**config.mk**
```make
export PLATFORM = sky130hd
export DESIGN_NAME = adder
export DESIGN_NICKNAME = d
export VERILOG_FILES = /design/src/rtl/adder.sv
export SDC_FILE = /design/constraint.sdc
export NUM_CORES = 1
export LEC_CHECK = 0
export CAP_MARGIN = 20
export CORE_AREA = 3 3 40 42
export CTS_BUF_LIST = sky130_fd_sc_hd__clkbuf_4 sky130_fd_sc_hd__clkbuf_8
export CTS_CLUSTER_SIZE = 14
export DETAILED_ROUTE_END_ITERATION = 6
export DIE_AREA = 0 0 43 45
export PLACE_DENSITY = 0.89
export REMOVE_ABC_BUFFERS = 1
export SLEW_MARGIN = 20
export SYNTH_ARGS = -nofsm -noshare
export SYNTH_HDL_FRONTEND = slang
export SYNTH_SLANG_ARGS = --single-unit
export TNS_END_PERCENT = 5
```
**constraint.sdc**
```tcl
create_clock -name clk -period 1.8 [get_ports clk]
set_input_delay 0.27 -clock clk [delete_from_list [all_inputs] [get_ports clk]]
set_output_delay 0.27 -clock clk [all_outputs]
set_load 0.02 [all_outputs]
```
**src/rtl/adder.sv**
```systemverilog
`default_nettype none
// ============================================================================
//  Module   : adder
//  Purpose  : Registered WIDTH-bit two's-complement adder/subtractor with
//             carry, signed-overflow and zero flags and a one-cycle valid
//             handshake. One operation is accepted on every rising edge
//             where in_valid is high, and its result appears after that edge.
//
//  Ports    : clk        - rising-edge clock, sole clock domain
//             rst_n      - asynchronous active-low reset
//             in_valid   - sample operands and mode on this edge
//             sub        - 0: inA + inB, 1: inA - inB
//             inA, inB   - WIDTH-bit operands (unsigned or two's complement)
//             ans        - registered result, modulo 2^WIDTH
//             cout       - registered carry-out (sub: 1 = no borrow)
//             ovf        - registered signed-overflow flag
//             zero       - high when ans == 0
//             out_valid  - high for the cycle after an accepted in_valid
//
//  Revision : 1.0 - initial release
// ============================================================================
module adder #(
    parameter int WIDTH = 5
) (
    input  logic             clk,
    input  logic             rst_n,
    input  logic             in_valid,
    input  logic             sub,
    input  logic [WIDTH-1:0] inA,
    input  logic [WIDTH-1:0] inB,
    output logic [WIDTH-1:0] ans,
    output logic             cout,
    output logic             ovf,
    output logic             zero,
    output logic             out_valid
);

    localparam int c_MSB = WIDTH - 1;

    logic [WIDTH-1:0] w_b_eff;
    logic [WIDTH:0]   w_sum;
    logic             w_ovf;

    logic [WIDTH-1:0] r_ans;
    logic             r_cout;
    logic             r_ovf;
    logic             r_valid;

    // Subtraction is A + ~B + 1; the "+1" enters as the carry-in.
    assign w_b_eff = sub ? ~inB : inB;
    assign w_sum   = {1'b0, inA} + {1'b0, w_b_eff} + {{WIDTH{1'b0}}, sub};

    // Signed overflow: the two addends (A and the effective B) share a sign
    // and the result sign differs from it. With the inverted B this covers
    // the subtract case without a separate expression.
    assign w_ovf = (inA[c_MSB] == w_b_eff[c_MSB]) && (w_sum[c_MSB] != inA[c_MSB]);

    always_ff @(posedge clk or negedge rst_n) begin
        if (!rst_n) begin
            r_ans   <= '0;
            r_cout  <= 1'b0;
            r_ovf   <= 1'b0;
            r_valid <= 1'b0;
        end else begin
            r_valid <= in_valid;
            if (in_valid) begin
                r_ans  <= w_sum[WIDTH-1:0];
                r_cout <= w_sum[WIDTH];
                r_ovf  <= w_ovf;
            end
        end
    end

    assign ans       = r_ans;
    assign cout      = r_cout;
    assign ovf       = r_ovf;
    assign out_valid = r_valid;
    // Derived from the held result register, so it tracks ans in reset too.
    assign zero      = (r_ans == '0);

endmodule
`default_nettype wire

```
==> impl_metrics.tcl <==
set metrics [dict create \
    maxCapViolations 0 \
    grt_usage 0.1928 \
    ctsHtreeMaxLevel 1 \
    layout.nets 120 \
    finalHoldViolCount 0 \
    final_max_slew_viol_count 0 \
    switching_share 0.3406 \
    critPathKind "in -> reg" \
    finalSetupTns_ns 0 \
    p_int_uw 514.6 \
    io_buffers 22 \
    avgRoutedWirePerCell_um 14.78 \
    comb_power_share 0.521 \
    p_per_area_nw_per_um2 803.7 \
    dieWidth_um 43 \
    syn_avg_cell_area_um2 9.670 \
    clkTransAtPathRegs_ns 0.06 \
    leakagePower_nw 0.4565 \
    ios 23 \
    worstSetupEndpointType "register" \
    hold_ws_ns 0.2888 \
    vias_per_cell 5.175 \
    skew_ns 0 \
    grt_max_degree 11 \
    cts_sinks 8 \
    ys_seq_elements 8 \
    outcome "finished clean" \
    fmax_ghz 0.5643 \
    crit_fanout 3 \
    min_period_ns 1.772 \
    place.gp.congestion 0.7757 \
    yosysWarnings 0 \
    totalPowerFinal_uw 780.4 \
    core_area_um2 1285 \
    first_iter_violations 7 \
    instances_no_fill 114 \
    dp_hpwl_um 1306 \
    wirelength_um 1685 \
    grt_pass1_vias 626 \
    ir_drop_mv 0.7467 \
    final_util 0.7556 \
    diodes 0 \
    dieArea_um2 1935 \
    startpoint_type "input pin" \
    clk_latency_ns 0.25 \
    synthesis.area_um2 570.5 \
    ys_seq_area_frac 0.3509 \
    grt_overflow_total 0 \
    tightest_slew_ns 0.4444 \
    clock_path_buffers 2 \
    seq_power_share 0.304 \
    drive_gt1_frac 0.3131 \
    ys_types 26 \
    design_area_um2 970.9 \
    first_pass_iters 4 \
    setup_viol 0 \
    area_growth_pct 70.18 \
    root_buffer "clkbuf_4" \
    numCtsBuffers 3 \
    ant_nets 0 \
    place_ws_ns -0.4123 \
    clock_power_share 0.175 \
    fillers 91 \
    num_vias 590 \
    fp-row-count 13 \
    required_ns 1.91 \
    p_switching_uw 265.8 \
    synthCells 59 \
    numPlacedInstances 109 \
    fp.dieH_um 45 \
    max_slew_margin 0.7028 \
    dpl-instance-area_um2 912.1 \
    arrival_ns 1.88 \
    antenna_found_initial 0 \
    grt_pass1_wl_um 2691 \
    initial_core_util 0.4440 \
    min_path_type "in -> async" \
    cts_tree "built" \
    route.detailed.drc 0 \
    setup_ws_ns 0.02788 \
    final.period_utilization 0.9845 \
]
## cell type report
type                       count  area, um^2  share of cell area
timing repair buffer          39       344.1              0.3544
multi-input combinational     43       362.8              0.3737
clock buffer                   3       22.52             0.02320
tap                           15       18.77             0.01933
inverter                       6       22.52             0.02320
sequential                     8       200.2              0.2062
## routing by layer
layer,global-route usage,vias up,part of all wire,wire length [um]
li1,-,290,-,-
met1,0.1841,273,0.38,648
met2,0.3623,23,0.52,883
met3,0.07570,4,0.072,122
met4,0.09036,0,0.018,31
met5,0,-,0,0
## repair_timing
| action | 4_1_cts | 5_1_grt |
|---|---|---|
| resized for setup | 7 | 5 |
| endpoints found under the setup margin | 6 | 5 |
| hold buffers | 0 | 0 |
| setup buffers | 0 | 2 |
| hold endpoints to repair | 0 | 0 |
| cloned | 0 | 0 |
| pin swaps | 0 | 2 |
## worst max-delay path: stages
cell and delay, ns:
clkdlybuf4s50_1 0.47, xor2_1 0.18, ha_1 0.30, buf_4 0.16, nor2b_2 0.16, o2111ai_1 0.20
o221ai_1 0.14
## cells in the mapped netlist (all sizes together)
master	number	area, um^2
or4	1	7.510
mux2i	2	23.77
or3b	1	8.760
o211ai	1	7.510
or2	2	12.51
o211a	1	10.01
o22ai	1	6.260
xnor2	2	17.52
o221ai	1	8.760
nor2b	2	12.51
xor2	4	35.03
o21a	1	7.510
nor3	1	5.000
dfrtp	8	200.2
nand2	4	15.01
inv	6	22.52
nand2b	2	12.51
ha	4	50.05
nor2	3	11.26
buf	2	10.01
nand3	2	10.01
a21oi	2	10.01
fa	1	20.02
o2111ai	4	35.03
mux2	1	11.26
## sequential cells by signal, indices dropped and copies added (netlist names)
name / cells
ans: 5
cout: 1
out_valid: 1
ovf: 1
## power groups by stage
stage	logic, mW	clock network [mW]	registers (mW)
4_1_cts	0.391	0.139	0.237
6_report	0.407	0.137	0.237
5_1_grt	0.440	0.151	0.241
3_5_place_dp	0.384	0	0.240
3_3_place_gp	0.371	0	0.239
2_1_floorplan	0.121	0	0.289
## worst paths after layout
check / cells past startpoint / to / slack (ns) / from
max: 7 / ans[4]$_DFFE_PN0P_ / 0.03 / inB[2]
min: 1 / ans[2]$_DFFE_PN0P_ / 0.29 / rst_n
max reg2reg: 4 / ans[3]$_DFFE_PN0P_ / 0.66 / ans[3]$_DFFE_PN0P_
min reg2reg: 1 / cout$_DFFE_PN0P_ / 0.51 / cout$_DFFE_PN0P_
max in group asynchronous: 1 / ans[1]$_DFFE_PN0P_ / 1.25 / rst_n
min in group clk: 1 / cout$_DFFE_PN0P_ / 0.51 / cout$_DFFE_PN0P_
## cell usage in the layout (no fill, tap or decap), types with 2 or more instances in the layout
cell,synthesis,layout
buf_4,0,17
clkbuf_4,0,3
clkdlybuf4s50_1,0,19
dfrtp_1,8,8
ha_1,4,4
inv_1,6,6
nand2_1,4,3
nand2b_1,2,2
nand3_1,2,2
nor2_1,3,3
o2111ai_1,4,3
or2_2,2,2
xnor2_1,2,2
xor2_1,4,3
## logic make-up (layout without fill, tap and decap cells)
| logic type | count (synthesis) | after routing | share of synthesized area |
|---|---|---|---|
| compound gates | 11 | 11 | 0.1491 |
| simple gates | 18 | 18 | 0.1666 |
| buf+inv | 8 | 48 | 0.05702 |
| flops | 8 | 8 | 0.3509 |
| xor+xnor | 6 | 6 | 0.09210 |
| mux | 3 | 3 | 0.06140 |
| fa+ha+maj | 5 | 5 | 0.1228 |
No activity file was read; power rests on OpenSTA's default activity.
